<file path="config.mk">
export PLATFORM = sky130hd
export DESIGN_NAME = rob_commit_ctrl
export DESIGN_NICKNAME = d
export VERILOG_FILES = /design/src/rtl/rob_commit_ctrl.sv
export SDC_FILE = /design/constraint.sdc
export NUM_CORES = 1
export LEC_CHECK = 0
export CORE_MARGIN = 2
export CORE_UTILIZATION = 35
export DETAILED_ROUTE_END_ITERATION = 12
export GPL_TIMING_DRIVEN = 1
export PLACE_DENSITY = 0.61
export SLEW_MARGIN = 10
export SYNTH_ARGS = -nofsm -noshare
export SYNTH_HDL_FRONTEND = slang
export SYNTH_SLANG_ARGS = --single-unit
</file>
<file path="constraint.sdc">
create_clock -name clk -period 11.4 [get_ports clk]
set_input_delay 2.85 -clock clk [delete_from_list [all_inputs] [get_ports clk]]
set_output_delay 2.85 -clock clk [all_outputs]
set_load 0.01 [all_outputs]
</file>
<file path="src/rtl/rob_commit_ctrl.sv">
// Purpose: in-order ROB tag allocator / commit sequencer between dispatch, the CDB and RegFile.
// Latency: rename port combinational; a writeback sampled at edge E commits at edge E+1 (rd_out_* registered).
// Backpressure: alloc_ready drops when full, during flush/FLUSH state and in reset; rdy=0 freezes everything.
// Ports:
//   clk, rst (sync, active-high), rdy (global enable)
//   alloc_valid/alloc_rd/alloc_ready/alloc_tag : dispatch handshake, tag = tail
//   wb_valid/wb_tag/wb_val                     : CDB result broadcast
//   flush / rf_flush                           : squash request / one-cycle RegFile rename drop
//   rd_in_*                                    : RegFile rename port (combinational)
//   rd_out_*                                   : RegFile commit port (registered)
//   count                                      : occupied entries
module rob_commit_ctrl #(
  parameter int TAG_W  = 4,
  parameter int DEPTH  = 16,
  parameter int DATA_W = 32
) (
  input  logic              clk,
  input  logic              rst,
  input  logic              rdy,
  input  logic              alloc_valid,
  input  logic [4:0]        alloc_rd,
  output logic              alloc_ready,
  output logic [TAG_W-1:0]  alloc_tag,
  input  logic              wb_valid,
  input  logic [TAG_W-1:0]  wb_tag,
  input  logic [DATA_W-1:0] wb_val,
  input  logic              flush,
  output logic              rf_flush,
  output logic              rd_in_flag,
  output logic [4:0]        rd_in_a,
  output logic [TAG_W-1:0]  rd_in_rob,
  output logic              rd_out_flag,
  output logic [4:0]        rd_out_a,
  output logic [DATA_W-1:0] rd_out_val,
  output logic [TAG_W-1:0]  rd_out_rob,
  output logic [TAG_W:0]    count
);

  typedef enum logic {ST_RUN = 1'b0, ST_FLUSH = 1'b1} state_t;

  localparam logic [TAG_W:0]   DEPTH_C = (TAG_W+1)'(DEPTH);
  localparam logic [TAG_W:0]   CNT_ONE = (TAG_W+1)'(1);
  localparam logic [TAG_W-1:0] TAG_ONE = TAG_W'(1);

  state_t              state_q, state_d;
  logic [DEPTH-1:0]    busy_q, busy_d;
  logic [DEPTH-1:0]    done_q, done_d;
  logic [4:0]          rd_q  [DEPTH];
  logic [4:0]          rd_d  [DEPTH];
  logic [DATA_W-1:0]   val_q [DEPTH];
  logic [DATA_W-1:0]   val_d [DEPTH];
  logic [TAG_W-1:0]    head_q, head_d;
  logic [TAG_W-1:0]    tail_q, tail_d;
  logic [TAG_W:0]      count_q, count_d;
  logic                rd_out_flag_q, rd_out_flag_d;
  logic [4:0]          rd_out_a_q, rd_out_a_d;
  logic [DATA_W-1:0]   rd_out_val_q, rd_out_val_d;
  logic [TAG_W-1:0]    rd_out_rob_q, rd_out_rob_d;
  logic                rf_flush_q, rf_flush_d;

  logic alloc_fire;
  logic commit_fire;
  logic wb_fire;

  // Ready is based on the pre-edge count: a same-cycle commit does not free a slot early.
  assign alloc_ready = !rst && (state_q == ST_RUN) && (count_q != DEPTH_C) && !flush;
  assign alloc_fire  = alloc_valid && alloc_ready && rdy;
  assign commit_fire = rdy && (state_q == ST_RUN) && !flush && busy_q[head_q] && done_q[head_q];
  // busy_q is the pre-edge view, so a writeback to the tag being allocated right now is dropped.
  assign wb_fire     = rdy && !flush && wb_valid && busy_q[wb_tag];

  always_comb begin
    state_d       = state_q;
    busy_d        = busy_q;
    done_d        = done_q;
    rd_d          = rd_q;
    val_d         = val_q;
    head_d        = head_q;
    tail_d        = tail_q;
    count_d       = count_q;
    rd_out_flag_d = 1'b0;
    rd_out_a_d    = rd_out_a_q;
    rd_out_val_d  = rd_out_val_q;
    rd_out_rob_d  = rd_out_rob_q;
    rf_flush_d    = 1'b0;

    if (rdy) begin
      if (flush) begin
        state_d    = ST_FLUSH;
        busy_d     = '0;
        done_d     = '0;
        head_d     = '0;
        tail_d     = '0;
        count_d    = '0;
        rf_flush_d = 1'b1;
      end else begin
        if (state_q == ST_FLUSH) state_d = ST_RUN;

        if (wb_fire) begin
          done_d[wb_tag] = 1'b1;
          val_d[wb_tag]  = wb_val;
        end

        // Commit reads pre-edge entry contents; its clear wins over any redundant writeback.
        if (commit_fire) begin
          busy_d[head_q] = 1'b0;
          done_d[head_q] = 1'b0;
          rd_out_flag_d  = 1'b1;
          rd_out_a_d     = rd_q[head_q];
          rd_out_val_d   = val_q[head_q];
          rd_out_rob_d   = head_q;
          head_d         = head_q + TAG_ONE;
        end

        // tail never equals a committing head here: alloc is blocked when full.
        if (alloc_fire) begin
          busy_d[tail_q] = 1'b1;
          done_d[tail_q] = 1'b0;
          rd_d[tail_q]   = alloc_rd;
          tail_d         = tail_q + TAG_ONE;
        end

        case ({alloc_fire, commit_fire})
          2'b10:   count_d = count_q + CNT_ONE;
          2'b01:   count_d = count_q - CNT_ONE;
          default: count_d = count_q;
        endcase
      end
    end
  end

  always_ff @(posedge clk) begin
    if (rst) begin
      state_q       <= ST_RUN;
      busy_q        <= '0;
      done_q        <= '0;
      head_q        <= '0;
      tail_q        <= '0;
      count_q       <= '0;
      rd_out_flag_q <= 1'b0;
      rd_out_a_q    <= '0;
      rd_out_val_q  <= '0;
      rd_out_rob_q  <= '0;
      rf_flush_q    <= 1'b0;
    end else begin
      state_q       <= state_d;
      busy_q        <= busy_d;
      done_q        <= done_d;
      head_q        <= head_d;
      tail_q        <= tail_d;
      count_q       <= count_d;
      rd_out_flag_q <= rd_out_flag_d;
      rd_out_a_q    <= rd_out_a_d;
      rd_out_val_q  <= rd_out_val_d;
      rd_out_rob_q  <= rd_out_rob_d;
      rf_flush_q    <= rf_flush_d;
    end
  end

  // Payload storage is qualified by busy/done, so it needs no reset.
  always_ff @(posedge clk) begin
    rd_q  <= rd_d;
    val_q <= val_d;
  end

  assign alloc_tag   = tail_q;
  assign rd_in_flag  = alloc_fire;
  assign rd_in_a     = alloc_rd;
  assign rd_in_rob   = tail_q;
  assign rd_out_flag = rd_out_flag_q;
  assign rd_out_a    = rd_out_a_q;
  assign rd_out_val  = rd_out_val_q;
  assign rd_out_rob  = rd_out_rob_q;
  assign rf_flush    = rf_flush_q;
  assign count       = count_q;

endmodule

</file>
== Yosys cells after proc, flatten, opt, wreduce, memory -nomap -nowiden ==
Cells that the tools add are included.
Operators by class
  $add $sub $neg: 4
  $lt $le $gt $ge: 11
  equal/unequal tests: 3
  mux-type cells: 45
  bitwise gates (word level): 13
  reduce and logical (&&, ||, !) cells: 30
Operators by type and width (number)
  bitwise mux 512 bit: 1
  two-way mux 16 bit: 13
  binary-select mux 32 bit (select 4 bit): 1
  demux 32 bit (select 4 bit): 1
  two-way mux 32 bit: 3
  bitwise mux 80 bit: 1
  bitwise AND 16 bit: 3
  NOT 16 bit: 2
  OR 16 bit: 2
  binary-select mux 5 bit (select 4 bit): 1
  demux 5 bit (select 4 bit): 1
  two-way mux 5 bit: 4
  logical AND 1 bit: 17
  two-way mux 4 bit: 4
  >= comparator 5 bit, second input constant: 3
  less-than comparator 4 x 5 -> 1 bit, second input constant: 3
  NOT 4 -> 5 bit: 3
  binary-select mux 1 bit (select 4 bit): 3
  demux 1 bit (select 4 bit): 3
  >= comparator 4 x 1 -> 1 bit, second input constant: 3
  less-than comparator 5 x 1 -> 1 bit, second input constant: 2
  case mux 5 bit (2 select lines): 1
  AND reduction 3 bit: 3
  adder 4 x 1 -> 4 bit, second input constant: 2
  13 further kinds: 26
Word-level totals
  bits in registers: 681
  input port bits: 47
  output and inout port bits: 63
  word-level logic and storage cells: 149

== Longest topological paths before layout ==
Gate-level depths: netlist of the first run.
  word-level depth: 15
  mapped depth: 13
  mapped depth without buffers: 11

== Least setup slack after synthesis of the first run ==
Ideal clock, no wire load.
  kind: input port to output port
  from: in flush
  to: out rd_in_flag
  data arrival time: 4.156 ns
  required time: 8.550 ns
  slack: 4.394 ns
  cell stages on the path: 7
  buffers on the path: 4
  cells stage by stage: buf_2 -> or2_1 -> buf_2 -> a2111o_1 -> buf_4 -> inv_2 -> buf_4
On the way
  word-level cells in the longest chain between the ends: 4
RTL lines
  start: declaration: RTL line 27  | input logic flush,
  zero test 1 bit: RTL line 66  | assign alloc_ready = !rst && (state_q == ST_RUN) && (count_q != DEPTH_C) && !flush;
  logical AND 1 bit: RTL line 66
  logical AND 1 bit (2 in series): RTL line 67  | assign alloc_fire = alloc_valid && alloc_ready && rdy;
  end: declaration: RTL line 29  | output logic rd_in_flag,
No other way between the ends.

== Final worst setup path of the first run ==
Ends and elaborated chain as after synthesis.

==> implementation parameters, run 1 <==
Parameter                              Value

Critical path
  Worst-path fanout max    16
  Critical Path RT    8.55 ns
  Worst path arrival time    5.61 ns
  Kind of capture point of the worst setup path    primary output
  Startpoint kind of the worst setup timing path    input pin
  Worst Path Class, Setup    input pin to primary output

Timing
  Setup WS post-layout    2.94 ns
  Final worst path period need    8.46 ns
  Unrepaired setup endpoints after global routing    no
  Number of endpoints with negative hold slack in the final report    0
  Final-report max-slew violation count    0
  Post-route setup TNS    0 ns
  Ratio of final minimum period to clock period    74.2%
  Maximum clock rate    118 MHz
  Final clock skew    0.0400 ns
  Slew headroom    26.9%
  Worst slew pin tran    1.10 ns
  Number of failing setup endpoints in the final timing report    0

Clocking
  TritonCTS clock tree    built
  Clock-pin slew on the worst setup and hold paths    0.06 ns
  Cell chosen for the clock root    sky130_fd_sc_hd__clkbuf_16
  Setup Buffers After CTS    0
  H-tree lvl count    3
  CTS buffer count    72
  Worst-Skew Late Latency    0.62 ns
  Number of buffers inserted by hold repair at cts    0
  Number of instances resized during post-cts repair    0
  Number of sinks driven by the clock tree    681
  Max clock buf depth    3

Die
  I/O Pins    110
  Vertical extent of the die    281 um
  Die outline area    0.0787 mm2
  Core area    0.0758 mm2
  Starting density of the core    35.3%
  Number of cell rows    101
  X dimension of the die    281 um

Outcome
  Outcome    finished, final reports clean

Synth
  Total of warnings raised by yosys    0
  Count of flip-flops with a built-in enable after synthesis    592
  Cell area after synthesis    0.0268 mm2
  Post-synth net total    1,433
  Post-synthesis instance total    1,376
  Post-synthesis cell type count    64
  Sequential share of the synthesized area    73.1%
  Post-synthesis async set-or-reset flop share    0%
  Flop and latch count out of synthesis    681
  Synthesized area per cell    19.4 um2
  Most used flip-flop cell after synthesis    sky130_fd_sc_hd__edfxtp_1

Finish
  Layout cells sized above 1    23.9%
  Fill cells    6,659
  Net count, final    1,557
  Layout-stage area growth over the synthesis result    17.1%

GRT
  Antenna violations before repair    2
  Pin count of the biggest net entering global routing    73
  Total congestion overflow    0
  Via count of the first global-routing pass    14,000
  Wire length of the first global-routing pass    93.0 mm
  Overall global routing resource usage    16.1%

Job
  Max-Cap Viols    0

Route
  Count of unresolved DRC violations after routing    0
  Via Count    13,600
  Via-per-instance ratio    5.36
  Initial DRC count    1,242
  Final ANT Viol Nets    0
  Routed length per placed instance    24.6 um
  Total routed wirelength    62.4 mm
  Initial DRT Pass Iterations    5

Hold path
  Min-delay worst type    flip-flop to flip-flop

Power and ir drop
  Clock power frac    45.4%
  Flop pwr share    53.1%
  Worst ir drop on vdd    0.0000937 V
  Net Switching    1000 uW
  Switch share    19.7%
  Post-layout power    5100 uW
  Pwr per Cell Area    163 mW/mm2
  Proportion of power drawn by combinational gates    1.5%
  Internal cell power    4100 uW
  Leakage power summed over all cells    0.00951 uW

Placement
  DP Worst Slack    2.99 ns
  Placed wire-length estimate    34.0 mm
  Weighted congestion reported at the end of routability-driven placement    0.870
  Number of buffers added on ports    109
[layer usage]
metal | vias to the layer above | wire length (um) | track usage (%)
li1 | 5824 | - | -
met1 | 7206 | 26700 | 22.0
met2 | 466 | 30800 | 26.3
met3 | 108 | 3600 | 3.07
met4 | 2 | 1310 | 4.40
met5 | - | 11 | 0
[worst paths after layout]
path | startpoint | endpoint | slack, ns | cells past startpoint
max | flush | rd_in_flag | 2.94 | 5
min | rd_out_val[29]$_SDFFE_PP0P_ | rd_out_val[29]$_SDFFE_PP0P_ | 0.45 | 2
max reg2reg | head_q[1]$_SDFFE_PP0P_ | count[4]$_SDFFE_PP0P_ | 7.09 | 12
min reg2reg | rd_out_val[29]$_SDFFE_PP0P_ | rd_out_val[29]$_SDFFE_PP0P_ | 0.45 | 2
[critical path: stages]
cell and delay, ns:
sky130_fd_sc_hd__clkdlybuf4s50_1 0.76, sky130_fd_sc_hd__or2_1 0.50, sky130_fd_sc_hd__a2111o_1 0.62, sky130_fd_sc_hd__inv_2 0.29, sky130_fd_sc_hd__clkdlybuf4s50_1 0.59
[Yosys cell counts, types with 2 or more instances]
master	number	area share, %
sky130_fd_sc_hd__a211o_1	2	0.065
sky130_fd_sc_hd__a211oi_1	4	0.11
sky130_fd_sc_hd__a211oi_2	3	0.14
sky130_fd_sc_hd__a21oi_1	63	1.2
sky130_fd_sc_hd__a311oi_1	3	0.098
sky130_fd_sc_hd__a31o_2	2	0.065
sky130_fd_sc_hd__a31oi_1	9	0.21
sky130_fd_sc_hd__a32o_1	4	0.15
sky130_fd_sc_hd__and2_1	4	0.093
sky130_fd_sc_hd__and3_1	5	0.12
sky130_fd_sc_hd__buf_1	9	0.13
sky130_fd_sc_hd__buf_2	35	0.65
sky130_fd_sc_hd__buf_4	17	0.48
sky130_fd_sc_hd__clkbuf_1	25	0.35
sky130_fd_sc_hd__dfxtp_1	89	6.7
sky130_fd_sc_hd__edfxtp_1	592	66
sky130_fd_sc_hd__ha_1	10	0.47
sky130_fd_sc_hd__inv_1	27	0.38
sky130_fd_sc_hd__mux2i_4	2	0.17
sky130_fd_sc_hd__mux4_2	199	17
sky130_fd_sc_hd__nand2_1	117	1.6
sky130_fd_sc_hd__nand2b_1	8	0.19
sky130_fd_sc_hd__nand3_1	23	0.43
sky130_fd_sc_hd__nand4_1	5	0.12
sky130_fd_sc_hd__nor2_1	33	0.46
sky130_fd_sc_hd__nor2_4	2	0.084
sky130_fd_sc_hd__nor2b_1	2	0.047
sky130_fd_sc_hd__nor3_1	11	0.21
sky130_fd_sc_hd__nor4_1	3	0.070
sky130_fd_sc_hd__o2111ai_1	3	0.098
sky130_fd_sc_hd__o211a_1	2	0.075
sky130_fd_sc_hd__o211ai_1	2	0.056
sky130_fd_sc_hd__o21ai_0	21	0.39
sky130_fd_sc_hd__o221a_1	4	0.17
sky130_fd_sc_hd__or3_1	2	0.047
sky130_fd_sc_hd__xnor2_1	3	0.098
sky130_fd_sc_hd__xor2_1	4	0.13
[power by group through the flow]
stage,Clock (uW),Sequential [uW],Combinational [uW]
finish,2320,2710,77.4
global route,2460,2710,84.6
CTS,2370,2710,77.7
detailed placement,0,2760,77.5
global placement,0,2760,73.8
floorplan,0,2760,22.4
[layout make-up]
type | instances | area (um2) | share of cell area [%]
sequential | 681 | 19600 | 62.5
clock inverter | 39 | 382 | 1.22
timing repair buffer | 137 | 1300 | 4.14
antenna | 1 | 2.50 | 0.00799
tap | 978 | 1220 | 3.91
clock buffer | 93 | 1980 | 6.33
multi-input combinational | 579 | 6760 | 21.6
inverter | 29 | 109 | 0.347
[state kept, by name, indices dropped and copies added, names as in the netlist]
name,count
alloc_tag,4
busy_q,16
count,5
done_q,16
head_q,4
rd_out_a,5
rd_out_flag,1
rd_out_rob,4
rd_out_val,32
rd_q,80
rf_flush,1
state_q,1
val_q,512
[logic make-up after synthesis]
kind of cell	share of synthesized area (%)
compound gates	3.25
xor+xnor	0.229
fa+ha+maj	0.468
buf+inv	2.06
flops	73.1
mux	17.0
simple gates	3.90
[per-stage QoR]
step	util [%]	area, um2	instances	hold WS (ns)
finish	41.3	31300	2537	0.453
global route	41.3	31300	2537	0.476
CTS	41.3	31300	2536	0.454
detailed placement	38.2	29000	2404	0.446
global placement	38.2	29000	2404	0.449
floorplan	-	26800	1376	0.432
[layout by cell type (no fill, tap or decap), drive strengths merged, types with 6 or more instances in the layout]
cell	n
o21ai	23
dfxtp	89
nor3	11
a31oi	9
buf	29
nand2b	9
mux4	199
a21oi	63
clkinv	31
clkbuf	93
inv	30
nand3	24
ha	10
bufinv	6
a211oi	7
nor2	35
clkdlybuf4s50	108
nand2	118
edfxtp	592
Power figures use the tool's default switching activity.
==> run 2, diff against run 1 <==
==> constraint.sdc (replaced) <==
create_clock -name clk -period 7.8 [get_ports clk]
set_input_delay 1.95 -clock clk [delete_from_list [all_inputs] [get_ports clk]]
set_output_delay 1.95 -clock clk [all_outputs]
set_load 0.01 [all_outputs]
==> run 2 against run 1 <==
Compared with the run above: non-clock buffer count is 3 higher; sequential cell count stayed put; power is 44% higher.
==> implementation parameters, run 2 (synthesis results as in run 1) <==
Parameter                              Value

Timing
  Maximum clock rate    157 MHz
  Final-report max-slew violation count    0 (unchanged)
  Ratio of final minimum period to clock period    81.7%
  Worst slew pin tran    1.07 ns (-0.0249 ns)
  Final worst path period need    6.37 ns
  Slew headroom    28.4% (+1.5 points)
  Number of failing setup endpoints in the final timing report    0 (unchanged)
  Unrepaired setup endpoints after global routing    no
  Final clock skew    0.0478 ns (+0.00785 ns)
  Number of endpoints with negative hold slack in the final report    0 (unchanged)
  Post-route setup TNS    0 ns (unchanged)

Die
  X dimension of the die    281 um (unchanged)
  Die outline area    0.0787 mm2 (unchanged)
  Vertical extent of the die    281 um (unchanged)
  Number of cell rows    101 (unchanged)
  Starting density of the core    35.3% (unchanged)
  Core area    0.0758 mm2 (unchanged)
  I/O Pins    110 (unchanged)

GRT
  Overall global routing resource usage    16.0% (-0.11 points)
  Via count of the first global-routing pass    14,000 (+0.35%)
  Global-route met1 utilization    21.9% (-0.18 points)
  Total congestion overflow    0 (unchanged)
  Global routing usage on met2    26.5% (+0.13 points)
  Global Route met3 Usage    2.71% (-0.37 points)
  Wire length of the first global-routing pass    92.7 mm (-0.27%)
  Layer carrying the most global-route usage    met2
  Antenna violations before repair    3 (+1)
  Pin count of the biggest net entering global routing    117 (+60%)

Finish
  Number of flip-flops under the largest register name    512 (unchanged)
  Register Area    0.0196 mm2 (unchanged)
  Largest reg by FF count    val_q
  Most frequent cells in the layout    sky130_fd_sc_hd__edfxtp_1 (592), sky130_fd_sc_hd__mux4_2 (199), sky130_fd_sc_hd__nand2_1 (117)
  Antenna Diode Count    0 (-1)
  Final design area excluding fillers    0.0313 mm2 (-0.16%)
  Net count, final    1,561 (+0.26%)
  Most frequent standard cell in the layout excluding fill and tap cells    sky130_fd_sc_hd__edfxtp_1
  Layout-stage area growth over the synthesis result    16.9%
  Layout cells sized above 1    23.8% (-0.14 points)
  Fill cells    6,658 (-0.015%)
  Area occupied by multi-input gates    0.00676 mm2 (unchanged)

Route
  Via-per-instance ratio    5.38 (+0.31%)
  Via Count    13,700 (+0.47%)
  Count of unresolved DRC violations after routing    0 (unchanged)
  Final ANT Viol Nets    0 (unchanged)
  Total routed wirelength    62.7 mm (+0.44%)
  Initial DRT Pass Iterations    5 (unchanged)
  Initial DRC count    1,280 (+3.1%)
  Routed length per placed instance    24.7 um (+0.28%)

Placement
  Placed wire-length estimate    36.2 mm (+6.5%)
  Number of buffers added on ports    109 (unchanged)
  Weighted congestion reported at the end of routability-driven placement    0.837 (-3.8%)
  Total cell area at the placement stage    0.0290 mm2 (+0.12%)

Outcome
  Outcome    finished, final reports clean

Clocking
  H-tree lvl count    3 (unchanged)
  Max clock buf depth    3 (unchanged)
  Number of buffers inserted by hold repair at cts    0 (unchanged)
  Cell chosen for the clock root    sky130_fd_sc_hd__clkbuf_16
  Number of sinks driven by the clock tree    681 (unchanged)
  Clock-pin slew on the worst setup and hold paths    0.05 ns (about the same)
  Setup Buffers After CTS    0 (unchanged)
  TritonCTS clock tree    built
  Number of instances resized during post-cts repair    0 (unchanged)
  Worst-Skew Late Latency    0.62 ns (about the same)
  CTS buffer count    73 (+1.4%)

Critical path
  Cell chain of the critical path    clkdlybuf4s50_1 > buf_4 > or2_1 > a2111o_1 > inv_2 > clkdlybuf4s50_1
  Worst-path fanout max    16 (unchanged)
  Startpoint kind of the worst setup timing path    input pin
  Biggest cell delay along the critical path    0.62 ns (-0.14 ns)
  Critical Path RT    5.85 ns (-2.70 ns)
  Max stage delay cell, worst path    sky130_fd_sc_hd__a2111o_1
  Most repeated library cell on the critical path    sky130_fd_sc_hd__clkdlybuf4s50_1
  Worst Path Class, Setup    input pin to primary output
  Kind of capture point of the worst setup path    primary output
  Worst path arrival time    4.42 ns (-1.19 ns)

Power and ir drop
  Leakage power summed over all cells    0.00947 uW (-0.48%)
  Worst ir drop on vdd    0.000133 V (+42%)
  Pwr per Cell Area    235 mW/mm2 (+45%)

Job
  Max-Cap Viols    0 (unchanged)

Hold path
  Min-delay worst type    flip-flop to flip-flop
==> run 2: worst max-delay path: cells and delay by family <==
family	cells	cell delay, ns
compound gates	1	0.62
simple gates	1	0.37
buf+inv	4	1.47
==> run 2: worst paths after layout <==
path                       startpoint                        to  slack, ns  cells past startpoint
min reg2reg  rd_out_a[3]$_SDFFE_PP0P_  rd_out_a[3]$_SDFFE_PP0P_       0.45                      2
min          rd_out_a[3]$_SDFFE_PP0P_  rd_out_a[3]$_SDFFE_PP0P_       0.45                      2
max reg2reg    head_q[1]$_SDFFE_PP0P_     count[3]$_SDFFE_PP0P_       3.55                     12
max                             flush                rd_in_flag       1.43                      6
==> run 2: stage by stage <==
step           hold WS [ns]  util (%)  setup WS [ns]  std cells  power [uW]
2_1_floorplan         0.432         -           1.99       1376        4070
3_3_place_gp          0.447      38.2           1.48       2407        4140
3_5_place_dp          0.448      38.2           1.45       2407        4150
4_1_cts               0.455      41.3           1.45       2541        7430
5_1_grt               0.471      41.3           1.31       2541        7580
6_report              0.451      41.3           1.43       2541        7370
==> run 2: layout make-up <==
type,instances,area share (%)
Sequential cell,681,62.6
Clock inverter,36,1.08
Clock buffer,98,6.21
Multi-Input combinational cell,579,21.6
Timing Repair Buffer,140,4.26
Tap cell,978,3.91
Inverter,29,0.348
==> run 2: metal layers <==
metal / vias to the layer above / share of wire, %
met2: 474 / 49
met4: 4 / 2.2
li1: 5846 / -
met1: 7246 / 43
met5: - / 0.035
met3: 100 / 5.8
==> run 2: report_power, final <==
part           total [uW]  internal (uW)  switching [uW]
logic                 115           35.2            79.8
registers            3960           3950            1.54
clock network        3290           1870            1420
